**src/rtl/ay_bus_master_if.sv**
```systemverilog
// Host command/response and AY bus signals of ay_bus_master, grouped as one bundle.
// The master modport is the bus initiator; the slave modport is the host/responder side.
interface ay_bus_master_if;
  logic       CMD_VALID;
  logic       CMD_READY;
  logic [1:0] CMD_OP;
  logic       CMD_CHIP;
  logic [7:0] CMD_ADDR;
  logic [7:0] CMD_DATA;
  logic       FM_ENA;
  logic       STAT_SEL;
  logic       RSP_VALID;
  logic [7:0] RSP_DATA;
  logic       ERR;
  logic       BDIR;
  logic       BC;
  logic [7:0] BUS_DO;
  logic [7:0] BUS_DI;

  modport master (
    input  CMD_VALID, CMD_OP, CMD_CHIP, CMD_ADDR, CMD_DATA, FM_ENA, STAT_SEL, BUS_DI,
    output CMD_READY, RSP_VALID, RSP_DATA, ERR, BDIR, BC, BUS_DO
  );

  modport slave (
    output CMD_VALID, CMD_OP, CMD_CHIP, CMD_ADDR, CMD_DATA, FM_ENA, STAT_SEL, BUS_DI,
    input  CMD_READY, RSP_VALID, RSP_DATA, ERR, BDIR, BC, BUS_DO
  );
endinterface

```
**src/rtl/ay_bus_master.sv**
```systemverilog
// Turbosound AY/YM bus initiator: one host command at a time becomes HOLD-cycle BDIR/BC phases,
// each followed by GAP idle cycles; READY is low for the whole sequence and busy commands are ignored.
module ay_bus_master #(
  parameter int HOLD = 4,
  parameter int GAP  = 4
) (
  input logic               CLK,
  input logic               RESET_s,
  ay_bus_master_if.master   io_bus
);

  localparam int CMAX = (HOLD > GAP) ? HOLD : GAP;
  localparam int CW   = (CMAX > 1) ? $clog2(CMAX) : 1;
  localparam logic [CW-1:0] HOLD_LAST = CW'(HOLD - 1);
  localparam logic [CW-1:0] GAP_LAST  = CW'(GAP - 1);
  localparam logic [7:0]    CTRL_RST  = 8'hFB;

  typedef enum logic [2:0] {
    S_IDLE,
    S_CTRL,
    S_ADDR,
    S_WDATA,
    S_RD,
    S_ERR
  } state_t;

  state_t        r_state;
  logic          r_gap;
  logic [CW-1:0] r_cnt;
  logic [1:0]    r_op;
  logic [7:0]    r_addr;
  logic [7:0]    r_data;
  logic [7:0]    r_ctrl;
  logic [7:0]    r_cur_ctrl;
  logic          r_ready;
  logic          r_rsp_vld;
  logic [7:0]    r_rsp_dat;
  logic          r_err;
  logic          r_bdir;
  logic          r_bc;
  logic [7:0]    r_do;

  logic       w_accept;
  logic [7:0] w_ctrl;
  logic       w_bad;

  assign w_accept = io_bus.CMD_VALID & r_ready;
  assign w_ctrl   = {5'b11111, ~io_bus.FM_ENA, io_bus.STAT_SEL, io_bus.CMD_CHIP};
  // Addresses F8..FF would be decoded by the responder as a control write.
  assign w_bad    = (io_bus.CMD_OP == 2'b11) ||
                    ((io_bus.CMD_OP != 2'b10) && (io_bus.CMD_ADDR[7:3] == 5'b11111));

  always_ff @(posedge CLK or posedge RESET_s) begin
    if (RESET_s) begin
      r_state    <= S_IDLE;
      r_gap      <= 1'b0;
      r_cnt      <= '0;
      r_op       <= 2'b00;
      r_addr     <= 8'h00;
      r_data     <= 8'h00;
      r_ctrl     <= CTRL_RST;
      r_cur_ctrl <= CTRL_RST;
      r_ready    <= 1'b1;
      r_rsp_vld  <= 1'b0;
      r_rsp_dat  <= 8'h00;
      r_err      <= 1'b0;
      r_bdir     <= 1'b0;
      r_bc       <= 1'b0;
      r_do       <= 8'h00;
    end else begin
      r_rsp_vld <= 1'b0;
      r_err     <= 1'b0;
      case (r_state)
        S_IDLE: begin
          if (w_accept) begin
            r_op    <= io_bus.CMD_OP;
            r_addr  <= io_bus.CMD_ADDR;
            r_data  <= io_bus.CMD_DATA;
            r_ctrl  <= w_ctrl;
            r_cnt   <= '0;
            r_gap   <= 1'b0;
            r_ready <= 1'b0;
            if (w_bad) begin
              r_state   <= S_ERR;
              r_rsp_vld <= 1'b1;
              r_err     <= 1'b1;
            end else if ((io_bus.CMD_OP == 2'b10) || (w_ctrl != r_cur_ctrl)) begin
              r_state <= S_CTRL;
              r_bdir  <= 1'b1;
              r_bc    <= 1'b1;
              r_do    <= w_ctrl;
            end else begin
              r_state <= S_ADDR;
              r_bdir  <= 1'b1;
              r_bc    <= 1'b1;
              r_do    <= io_bus.CMD_ADDR;
            end
          end
        end
        S_ERR: begin
          r_state <= S_IDLE;
          r_ready <= 1'b1;
        end
        default: begin
          r_cnt <= r_cnt + 1'b1;
          if (!r_gap) begin
            if (r_cnt == HOLD_LAST) begin
              r_cnt  <= '0;
              r_gap  <= 1'b1;
              r_bdir <= 1'b0;
              r_bc   <= 1'b0;
              if (r_state == S_CTRL) r_cur_ctrl <= r_ctrl;
              if (r_state == S_RD) begin
                r_rsp_dat <= io_bus.BUS_DI;
                r_rsp_vld <= 1'b1;
              end
            end
          end else if (r_cnt == GAP_LAST) begin
            r_cnt <= '0;
            r_gap <= 1'b0;
            case (r_state)
              S_CTRL: begin
                if (r_op == 2'b10) begin
                  r_state <= S_IDLE;
                  r_ready <= 1'b1;
                end else begin
                  r_state <= S_ADDR;
                  r_bdir  <= 1'b1;
                  r_bc    <= 1'b1;
                  r_do    <= r_addr;
                end
              end
              S_ADDR: begin
                if (r_op == 2'b00) begin
                  r_state <= S_WDATA;
                  r_bdir  <= 1'b1;
                  r_bc    <= 1'b0;
                  r_do    <= r_data;
                end else begin
                  r_state <= S_RD;
                  r_bdir  <= 1'b0;
                  r_bc    <= 1'b1;
                end
              end
              default: begin
                r_state <= S_IDLE;
                r_ready <= 1'b1;
              end
            endcase
          end
        end
      endcase
    end
  end

  assign io_bus.CMD_READY = r_ready;
  assign io_bus.RSP_VALID = r_rsp_vld;
  assign io_bus.RSP_DATA  = r_rsp_dat;
  assign io_bus.ERR       = r_err;
  assign io_bus.BDIR      = r_bdir;
  assign io_bus.BC        = r_bc;
  assign io_bus.BUS_DO    = r_do;

endmodule

```
**src/flat_wrapper.sv**
```systemverilog
// flat-port wrapper written by rule: the top's interface ports become plain ports
module ay_bus_master_flat 
#(
  parameter int HOLD = 4,
  parameter int GAP  = 4
)
  (CLK, RESET_s, io_bus_CMD_VALID, io_bus_CMD_OP, io_bus_CMD_CHIP, io_bus_CMD_ADDR, io_bus_CMD_DATA, io_bus_FM_ENA, io_bus_STAT_SEL, io_bus_BUS_DI, io_bus_CMD_READY, io_bus_RSP_VALID, io_bus_RSP_DATA, io_bus_ERR, io_bus_BDIR, io_bus_BC, io_bus_BUS_DO);
  ay_bus_master_if io_bus_i ();
  input logic CLK;
  input logic RESET_s;
  input wire logic [$bits(io_bus_i.CMD_VALID)-1:0] io_bus_CMD_VALID;
  input wire logic [$bits(io_bus_i.CMD_OP)-1:0] io_bus_CMD_OP;
  input wire logic [$bits(io_bus_i.CMD_CHIP)-1:0] io_bus_CMD_CHIP;
  input wire logic [$bits(io_bus_i.CMD_ADDR)-1:0] io_bus_CMD_ADDR;
  input wire logic [$bits(io_bus_i.CMD_DATA)-1:0] io_bus_CMD_DATA;
  input wire logic [$bits(io_bus_i.FM_ENA)-1:0] io_bus_FM_ENA;
  input wire logic [$bits(io_bus_i.STAT_SEL)-1:0] io_bus_STAT_SEL;
  input wire logic [$bits(io_bus_i.BUS_DI)-1:0] io_bus_BUS_DI;
  output wire logic [$bits(io_bus_i.CMD_READY)-1:0] io_bus_CMD_READY;
  output wire logic [$bits(io_bus_i.RSP_VALID)-1:0] io_bus_RSP_VALID;
  output wire logic [$bits(io_bus_i.RSP_DATA)-1:0] io_bus_RSP_DATA;
  output wire logic [$bits(io_bus_i.ERR)-1:0] io_bus_ERR;
  output wire logic [$bits(io_bus_i.BDIR)-1:0] io_bus_BDIR;
  output wire logic [$bits(io_bus_i.BC)-1:0] io_bus_BC;
  output wire logic [$bits(io_bus_i.BUS_DO)-1:0] io_bus_BUS_DO;
  assign io_bus_i.CMD_VALID = io_bus_CMD_VALID;
  assign io_bus_i.CMD_OP = io_bus_CMD_OP;
  assign io_bus_i.CMD_CHIP = io_bus_CMD_CHIP;
  assign io_bus_i.CMD_ADDR = io_bus_CMD_ADDR;
  assign io_bus_i.CMD_DATA = io_bus_CMD_DATA;
  assign io_bus_i.FM_ENA = io_bus_FM_ENA;
  assign io_bus_i.STAT_SEL = io_bus_STAT_SEL;
  assign io_bus_i.BUS_DI = io_bus_BUS_DI;
  assign io_bus_CMD_READY = io_bus_i.CMD_READY;
  assign io_bus_RSP_VALID = io_bus_i.RSP_VALID;
  assign io_bus_RSP_DATA = io_bus_i.RSP_DATA;
  assign io_bus_ERR = io_bus_i.ERR;
  assign io_bus_BDIR = io_bus_i.BDIR;
  assign io_bus_BC = io_bus_i.BC;
  assign io_bus_BUS_DO = io_bus_i.BUS_DO;
  ay_bus_master #(.HOLD(HOLD), .GAP(GAP)) u_core (.CLK(CLK), .RESET_s(RESET_s), .io_bus(io_bus_i));
endmodule
```
**config.mk**
```make
export PLATFORM = sky130hd
export DESIGN_NAME = ay_bus_master_flat
export DESIGN_NICKNAME = d
export VERILOG_FILES = /design/src/rtl/ay_bus_master_if.sv /design/src/rtl/ay_bus_master.sv /design/src/flat_wrapper.sv
export SDC_FILE = /design/constraint.sdc
export NUM_CORES = 1
export LEC_CHECK = 0
export CAP_MARGIN = 5
export CORE_ASPECT_RATIO = 1.75
export CORE_MARGIN = 2
export CORE_UTILIZATION = 28
export DETAILED_ROUTE_END_ITERATION = 6
export SYNTH_ARGS = -nofsm -noshare
export SYNTH_HDL_FRONTEND = slang
export SYNTH_SLANG_ARGS = --single-unit
```
**constraint.sdc**
```tcl
create_clock -name CLK -period 1.9 [get_ports CLK]
set_input_delay 0.285 -clock CLK [delete_from_list [all_inputs] [get_ports CLK]]
set_output_delay 0.285 -clock CLK [all_outputs]
set_load 0.01 [all_outputs]
```
**Yosys cells after proc, flatten, opt, wreduce, memory -nomap -nowiden**

Index checks and enable logic that the tools add are counted.

- Bits of input ports: 32
- Flip-flop bits (word level): 51

- Eq/ne operators: 19
- Add/sub/neg operators: 1
- Reduce and logical (&&, ||, !) cells: 19
- Mux-type cells: 52
- Bitwise logic cells: 5

Operators with widths:

| operator | count |
|---|---|
| $mux 8 | 7 |
| $pmux 8 s2 | 2 |
| $mux 1 | 23 |
| $pmux 1 s2 | 8 |
| $mux 3 | 5 |
| $ne 4x4->1 const B | 3 |
| $pmux 3 s2 | 2 |
| $reduce_bool 3->1 | 3 |
| $eq 2x2->1 const B | 4 |
| $mux 2 | 4 |
| $reduce_and 4->1 | 2 |
| $reduce_and 8->1 | 1 |
| $eq 3x3->1 const B | 2 |
| $ne 3x3->1 const B | 2 |
| $reduce_and 6->1 | 1 |
| $eq 5x5->1 const B | 1 |
| $reduce_and 5->1 | 1 |
| $ne 2x2->1 const B | 2 |
| $not 1->1 | 4 |
| $pmux 2 s2 | 1 |
| $reduce_and 2->1 | 2 |
| $reduce_bool 2->1 | 2 |
| $eq 3x1->1 const B | 1 |
| $eq 3x2->1 const B | 1 |
| other kinds (11) | 12 |

**Logic depth before layout (Yosys ltp)**

Gate-level depths: netlist of the first run.

- Depth in word-level cells: 7
- Depth in mapped cells: 8
- Gate-level depth less buffers: 6

**Least setup slack after synthesis of the first run**

No wires, ideal clock.

- Path kind: reg2reg
- Start point: reg u_core.r_cnt[0]
- End point: reg u_core.r_state[0]
- Cell stages (with the launch flop): 7
- Period minus slack after synthesis: 1.785 ns
- Required time: 1.775 ns
- Arrival: 1.660 ns
- Library setup time: 0.125 ns
- Buffers on the path: 1
- Setup slack: 0.115 ns
- Path through: dfrtp_1 -> ha_1 -> clkbuf_1 -> nand2_1 -> a21oi_1 -> o21ai_0 -> mux2_2

- Cells in the longest elaborated chain, start to end: 3

RTL lines:

| item | RTL line | text |
|---|---|---|
| start, declared | ay_bus_master.sv:29 | `logic [CW-1:0] r_cnt;` |
| start signal, assigned | ay_bus_master.sv:105 | `r_cnt <= r_cnt + 1'b1;` |
| $eq 2x2->1 | ay_bus_master.sv:118 | `end else if (r_cnt == GAP_LAST) begin` |
| $reduce_bool 3->1 (no source line) | - |  |
| $reduce_and 3->1 (no source line) | - |  |
| end signal, assigned | ay_bus_master.sv:124 | `r_state <= S_IDLE;` |
| end signal, assigned | ay_bus_master.sv:127 | `r_state <= S_ADDR;` |
| end signal, assigned | ay_bus_master.sv:135 | `r_state <= S_WDATA;` |
| end, declared | ay_bus_master.sv:27 | `state_t r_state;` |

Every way passes these cells.
A chain may end at the register's enable or synchronous reset.

**Final worst setup path of the first run**

- Start point: in io_bus_FM_ENA
- End point: reg u_core.r_do[3] (netlist: u_core.io_bus.BUS_DO[3])

- Cells in the longest elaborated chain, start to end: 7

RTL lines:

| item | RTL line | text |
|---|---|---|
| start, declared | flat_wrapper.sv:16 | `input wire logic [$bits(io_bus_i.FM_ENA)-1:0] io_bus_FM_ENA;` |
| $not 1->1 | ay_bus_master.sv:48 | `assign w_ctrl = {5'b11111, ~io_bus.FM_ENA, io_bus.STAT_SEL, io_bus.CMD_CHIP};` |
| $ne 3x3->1 | ay_bus_master.sv:87 | `end else if ((io_bus.CMD_OP == 2'b10) \|\| (w_ctrl != r_cur_ctrl)) begin` |
| $logic_or 1x1->1 | ay_bus_master.sv:87 |  |
| $mux 8 | ay_bus_master.sv:87 |  |
| $mux 8 | ay_bus_master.sv:83 | `if (w_bad) begin` |
| $mux 8 | ay_bus_master.sv:75 | `if (w_accept) begin` |
| $pmux 8 s2 | ay_bus_master.sv:73 | `case (r_state)` |
| end signal, assigned | ay_bus_master.sv:91 | `r_do <= w_ctrl;` |
| end signal, assigned | ay_bus_master.sv:96 | `r_do <= io_bus.CMD_ADDR;` |
| end signal, assigned | ay_bus_master.sv:130 | `r_do <= r_addr;` |
| end, declared | ay_bus_master.sv:41 | `logic [7:0] r_do;` |

Every way passes these cells. The select of a mux whose other input is x is not followed.

==> out/summary.txt, run 1 <==
Combinational power share - 47.9%
Pwr dens - 1590 mW/mm^2
Setup TNS - 0 ps
Final Setup Violations - 0
P_sw - 1.92 mW
Placed cells - 408
Fill count - 879
CTS tree - done
Vias - 1984
Core area - 0.00892 sq mm
Ys async rst share - 100%
Crit path max-delay cell type - clkdlybuf4s50_1
DR vias/cell - 4.77
Crit path arrival time - 1970 ps
# port buffers - 52
Final Skew - 5.19 ps
Crit path largest cell delay - 500 ps
Critical Path End Type - register
Global route overflow - 0
Post-synth top area cell - dfrtp_1
Max Cap Viol - 0
DP HPWL - 4910 um
Int Pwr - 3.63 mW
Count of inserted antenna diode cells - 0
Cts bufs inserted - 5
CP Data Required Time - 2080 ps
Drt wl/cell - 15.4 um
Clock Power Share - 16.8%
Final net count - 328
Switching share of power - 34.6%
DR iter-0 viols - 92
Cells along the critical path - clkdlybuf4s50_1, xor2_1, o2111ai_2, or2_2, o221ai_1, o21ai_2
RD Place Congestion - 0.800
Syn Inst Count - 224
Register area share after synthesis - 50.5%
Crit path time final - 1790 ps
Die height - 130 um
Die area - 0.00988 sq mm
Mapped Avg Cell Area - 11.3 sq um
Clk buf depth - 2
Area contributors post-synth - dfrtp_1, mux2_2, dfstp_2
Crit share post-route - 94.0%
Clock Sinks - 51
Post-synth EDFFs - 0
Max Fclk - 560 MHz
RSZ-0062 raised after global routing - no
Mapped Area - 0.00254 sq mm
Worst Setup Start Kind - input port
Clock latency on the worst-skew pair - 300 ps
First-pass GRT wire length - 10500 um
Clk root buf - clkbuf_16
Distinct cells, synth - 47
Cell row count - 46
Flop pwr share - 35.3%
Main synth FF type - dfrtp_1
Actual transition at the worst max-transition pin - 509 ps
Die Width - 76.0 um
H-Tree Depth - 2
Ys Warns - 0
Final hold violation count - 0
Detailed-router iteration count before antenna repair - 4
Worst Hold Class - in2async
Tot Pwr - 5.55 mW
Leak - 1.41 nW
Area grow syn2layout - 37.4%
IO Pins - 53
Max Slew Vio Count - 0
Worst R2R Path Depth - 5
Post-synth net total - 257
Synth top area share - 45.3%
WL final - 6390 um
Reg2reg start - u_core.r_cur_ctrl[1]$_DFFE_PP1P_
GRT Overall Usage - 13.6%
Final ANT Viol Nets - 0
Outcome - completed
Seq cells post-synth - 51
Peak supply drop - 0.615 mV
Path type of the worst setup path - in2reg
Via count of the first global-routing pass - 2098
Final non-filler cell total - 416
Relative slew slack - 65.9%
Worst R2R Setup Slack - 130 ps
Final core utilization - 39.1%
Initial antenna violation count - 0
Worst r2r dst - u_core.io_bus.BUS_DO[3]$_DFFE_PP0P_
Worst Path Max Fanout - 6
Clock transition at path regs - 70 ps
Share of post-route cells with drive strength above 1 - 29.1%
Remaining DRCs - 0
Largest net degree at the start of global routing - 33
Initial Utilization - 28.5%
## worst max-delay path by stage
stage | startpoint | end | slack, ps | cells past startpoint
after floorplan | u_core.r_cnt[0]$_DFFE_PP0P_ | u_core.r_state[0]$_DFFE_PP0P_ | 120 | 6
after global placement | io_bus_FM_ENA | u_core.io_bus.BUS_DO[3]$_DFFE_PP0P_ | -250 | 6
after detailed placement | io_bus_CMD_OP[1] | u_core.io_bus.BUS_DO[1]$_DFFE_PP0P_ | -270 | 6
after CTS | io_bus_FM_ENA | u_core.io_bus.BUS_DO[3]$_DFFE_PP0P_ | 20 | 6
after global routing | io_bus_FM_ENA | u_core.io_bus.BUS_DO[3]$_DFFE_PP0P_ | 8 | 6
final | io_bus_FM_ENA | u_core.io_bus.BUS_DO[3]$_DFFE_PP0P_ | 110 | 6
## state kept, by name (all words and copies together) (netlist names), 3 cells and up
| signal | flops |
|---|---|
| u_core.r_data | 8 |
| u_core.io_bus.RSP_DATA | 8 |
| u_core.io_bus.BUS_DO | 8 |
| u_core.r_ctrl | 3 |
| u_core.r_addr | 8 |
| u_core.r_state | 3 |
| u_core.r_cur_ctrl | 3 |
## cells in the final DEF (no fill, tap or decap), types with 2 or more instances in the layout
master	n
clkdlybuf4s50_1	52
dfrtp_1	46
mux2_2	35
buf_4	26
nand2_1	21
nor2_1	13
o21ai_0	10
a21oi_1	6
o221ai_1	5
clkbuf_16	5
dfstp_2	5
nand3b_1	4
nand3_1	4
nor2b_1	4
o21ai_1	4
a22oi_1	4
or2_2	3
o21ai_2	3
mux2i_1	3
a221oi_1	3
inv_1	2
xnor2_1	2
o21a_1	2
o22ai_1	2
a211oi_1	2
nor3b_1	2
a2bb2oi_1	2
and2_1	2
a22o_1	2
a31oi_1	2
and3_1	2
## timing repair
action,in CTS,in global routing
hold buffers,0,0
setup endpoints to repair,0,10
resized for setup,0,2
setup buffers,0,0
## critical path: cells and delay by family
family,cells,cell delay (ps)
AO/OA/AOI/OAI,3,590
XOR/XNOR,1,190
buffers and inverters,1,500
AND/OR/NAND/NOR,1,410
## kinds of logic (layout without fill, tap and decap cells)
logic type	count (synthesis)	count (layout)	synth area share, %
AO/OA/AOI/OAI	54	54	15.5
XOR/XNOR	3	3	1.03
adder cells (fa/ha/maj)	1	1	0.493
buffers and inverters	17	89	3.45
flip-flops	51	51	50.5
multiplexers	39	39	17.6
AND/OR/NAND/NOR	59	59	11.4
## cell usage after synthesis (2+ instances only)
cell and instances:
dfrtp_1 46, mux2_2 35, nand2_1 21, nor2_1 13, o21ai_0 10, clkbuf_1 8
a21oi_1 6, dfstp_2 5, o221ai_1 5, a22oi_1 4, nand3_1 4, nand3b_1 4
nor2b_1 4, o21ai_1 4, a221oi_1 3, inv_1 3, mux2i_1 3, o21ai_2 3
or2_2 3, a211oi_1 2, a22o_1 2, a2bb2oi_1 2, a31oi_1 2, and2_1 2
and3_1 2, buf_4 2, buf_6 2, nor3b_1 2, o21a_1 2, o22ai_1 2
xnor2_1 2
## area by class of cell
cell class	count	area (sq um)	share of cell area (%)
sequential	51	1280	36.8
tap	120	150	4.30
timing repair buffer	78	716	20.5
inverter	3	11.3	0.323
multi-input combinational	156	1180	33.8
clock buffer	7	143	4.09
clock inverter	1	8.76	0.251
## metrics by stage
stage / worst slack [ps] / hold slack, ps / instance area [sq um]
after floorplan: 115 / 370 / 2540
final: 115 / 337 / 3490
after detailed placement: -271 / 484 / 3330
after CTS: 22.7 / 345 / 3480
after global routing: 8.49 / 395 / 3490
after global placement: -247 / 471 / 3330
## power groups by stage
| stage | clock [mW] | sequential [mW] | combinational (mW) |
|---|---|---|---|
| after global placement | 0 | 1.96 | 2.62 |
| after floorplan | 0 | 1.98 | 1.63 |
| after detailed placement | 0 | 1.98 | 2.68 |
| after CTS | 0.964 | 1.96 | 2.68 |
| after global routing | 1.00 | 2.03 | 2.93 |
| final | 0.930 | 1.96 | 2.66 |
## per-layer routing
metal,global-route usage (%),share of wire (%)
met1,14.7,38
met2,25.7,56
met3,1.87,2.3
met4,7.27,2.9
met5,0,0
No activity file was read; power rests on OpenSTA's default activity.
==> run 2: changes to the inputs <==
Settings changed: CORE_MARGIN 2 to 1, PLACE_DENSITY set to 0.54.
==> out/summary.txt, run 2 (synthesis gave the netlist of run 1 again) <==
Via count of the first global-routing pass - 2043 (-2.6%)
Flop pwr share - 34.6% (-0.7 points)
Cts bufs inserted - 5 (unchanged)
Worst R2R Path Depth - 5 (unchanged)
GRT Overall Usage - 15.1% (+1.5 points)
Area grow syn2layout - 39.5%
RD Place Congestion - 0.777 (-2.9%)
P_sw - 1.95 mW (+1.4%)
Count of inserted antenna diode cells - 0 (unchanged)
Clock transition at path regs - 70 ps (about the same)
Initial Utilization - 29.1% (+0.63 points)
# hold bufs at CTS - 0 (unchanged)
Initial antenna violation count - 0 (unchanged)
Remaining DRCs - 0 (unchanged)
Multi-input logic area - 0.00118 sq mm (-0.21%)
Clk root buf - clkbuf_16
Sequential cell area - 0.00128 sq mm (unchanged)
Global route overflow - 0 (unchanged)
Die height - 128 um (-1.5%)
CTS tree - done
Final Setup Violations - 0 (unchanged)
Final Skew - 5.07 ps (-0.122 ps)
Path type of the worst setup path - reg2reg
Largest net degree at the start of global routing - 29 (-12%)
Die area - 0.00947 sq mm (-4.1%)
Pwr dens - 1590 mW/mm^2 (about the same)
DP HPWL - 4850 um (-1.4%)
Outcome - completed
Final hold violation count - 0 (unchanged)
Most frequent cells in the layout - clkdlybuf4s50_1, dfrtp_1, mux2_2
WL final - 6440 um (+0.66%)
IO Pins - 53 (unchanged)
Detailed-router iteration count before antenna repair - 4 (unchanged)
Int Pwr - 3.69 mW (+1.7%)
DR iter-0 viols - 81 (-12%)
Relative slew slack - 74.5% (+8.6 points)
Leak - 1.44 nW (+2.0%)
Crit path arrival time - 1950 ps (-20 ps)
Most common cell after layout, fill and taps aside - clkdlybuf4s50_1
Final WS setup - 136 ps (+21.0 ps)
Core area - 0.00873 sq mm (-2.2%)
Post-place setup slack - -245 ps (+25.6 ps)
Worst Setup Start Kind - register
Switching share of power - 34.5% (-0.079 points)
Max Fclk - 567 MHz (+1.2%)
Clock Power Share - 16.5% (-0.3 points)
CP Data Required Time - 2080 ps (about the same)
Final net count - 331 (+0.91%)
DR vias/cell - 4.78 (+0.20%)
Max Cap Viol - 0 (unchanged)
Clock Sinks - 51 (unchanged)
Clk buf depth - 2 (unchanged)
Final ANT Viol Nets - 0 (unchanged)
Max Slew Vio Count - 0 (unchanged)
H-Tree Depth - 2 (unchanged)
Worst Hold Class - in2async
Crit path time final - 1760 ps (-21.0 ps)
Setup TNS - 0 ps (unchanged)
Die Width - 74.0 um (-2.6%)
Drt wl/cell - 15.5 um (+0.66%)
Actual transition at the worst max-transition pin - 382 ps (-127 ps)
Combinational power share - 48.8% (+0.9 points)
Clock latency on the worst-skew pair - 290 ps (about the same)
First-pass GRT wire length - 10600 um (+0.86%)
Peak supply drop - 0.841 mV (+37%)
Crit share post-route - 92.8% (-1.1 points)
# port buffers - 52 (unchanged)
Fill count - 859 (-2.3%)
Vias - 1988 (+0.20%)
Share of post-route cells with drive strength above 1 - 29.4% (+0.38 points)
Critical Path End Type - register
RSZ-0062 raised after global routing - no
Worst Path Max Fanout - 6 (unchanged)
Cell row count - 45 (-2.2%)
-- run 2: repair_timing --
action	4_1_cts	5_1_grt
gates resized for setup	0	1
setup endpoints to repair	0	7
setup buffers	0	0
-- run 2: layout make-up --
class	count	share of cell area (%)
tap	117	4.13
clock buffer	7	4.03
sequential	51	36.2
multi-input combinational	156	33.2
inverter	3	0.318
timing repair buffer	81	21.9
clock inverter	1	0.247
-- run 2: metal layers --
metal | up-vias | share of wire [%] | track usage, %
li1 | 963 | - | -
met1 | 983 | 40 | 17.3
met2 | 32 | 55 | 26.7
met3 | 10 | 2.2 | 2.04
met4 | 0 | 3.0 | 7.69
met5 | - | 0 | 0
-- run 2: stage by stage --
step	cell area, sq um	cells	utilization [%]	power [mW]	hold WS [ps]
after CTS	3540	416	40.5	5.70	363
after global placement	3390	408	38.8	4.69	477
after detailed placement	3390	408	38.8	4.74	483
after floorplan	2540	224	-	3.60	370
final	3540	416	40.6	5.64	355
after global routing	3540	416	40.6	6.03	405
-- run 2: path summary, 6_finish.rpt --
path | start | end | slack (ps)
max reg2reg | u_core.r_cur_ctrl[1]$_DFFE_PP1P_ | u_core.io_bus.BUS_DO[3]$_DFFE_PP0P_ | 140
min reg2reg | u_core.io_bus.BUS_DO[4]$_DFFE_PP0P_ | u_core.io_bus.BUS_DO[4]$_DFFE_PP0P_ | 490
min | RESET_s | u_core.r_addr[0]$_DFFE_PP0P_ | 350
min in group CLK | u_core.io_bus.BUS_DO[4]$_DFFE_PP0P_ | u_core.io_bus.BUS_DO[4]$_DFFE_PP0P_ | 490
max in group asynchronous | RESET_s | u_core.r_addr[7]$_DFFE_PP0P_ | 1240
max | u_core.r_cur_ctrl[1]$_DFFE_PP1P_ | u_core.io_bus.BUS_DO[3]$_DFFE_PP0P_ | 140
-- run 2: power by group through the flow --
stage	logic, mW	clock network, mW	registers, mW
2_1_floorplan	1.63	0	1.98
3_3_place_gp	2.73	0	1.96
3_5_place_dp	2.77	0	1.98
4_1_cts	2.78	0.959	1.96
5_1_grt	3.00	1.00	2.03
6_report	2.75	0.932	1.95
-- run 2: worst max-delay path, stage by stage (launching register included) --
cell,delay [ps]
dfstp_2,540
xnor2_1,140
o2111ai_2,250
or2_2,410
o221ai_1,230
o21ai_2,80
==> run 3: changes to the inputs <==
Settings changed: GPL_ROUTABILITY_DRIVEN set to 0.
==> results of run 3 <==
The final DEF is identical to that of run 2; final timing and power are the same.
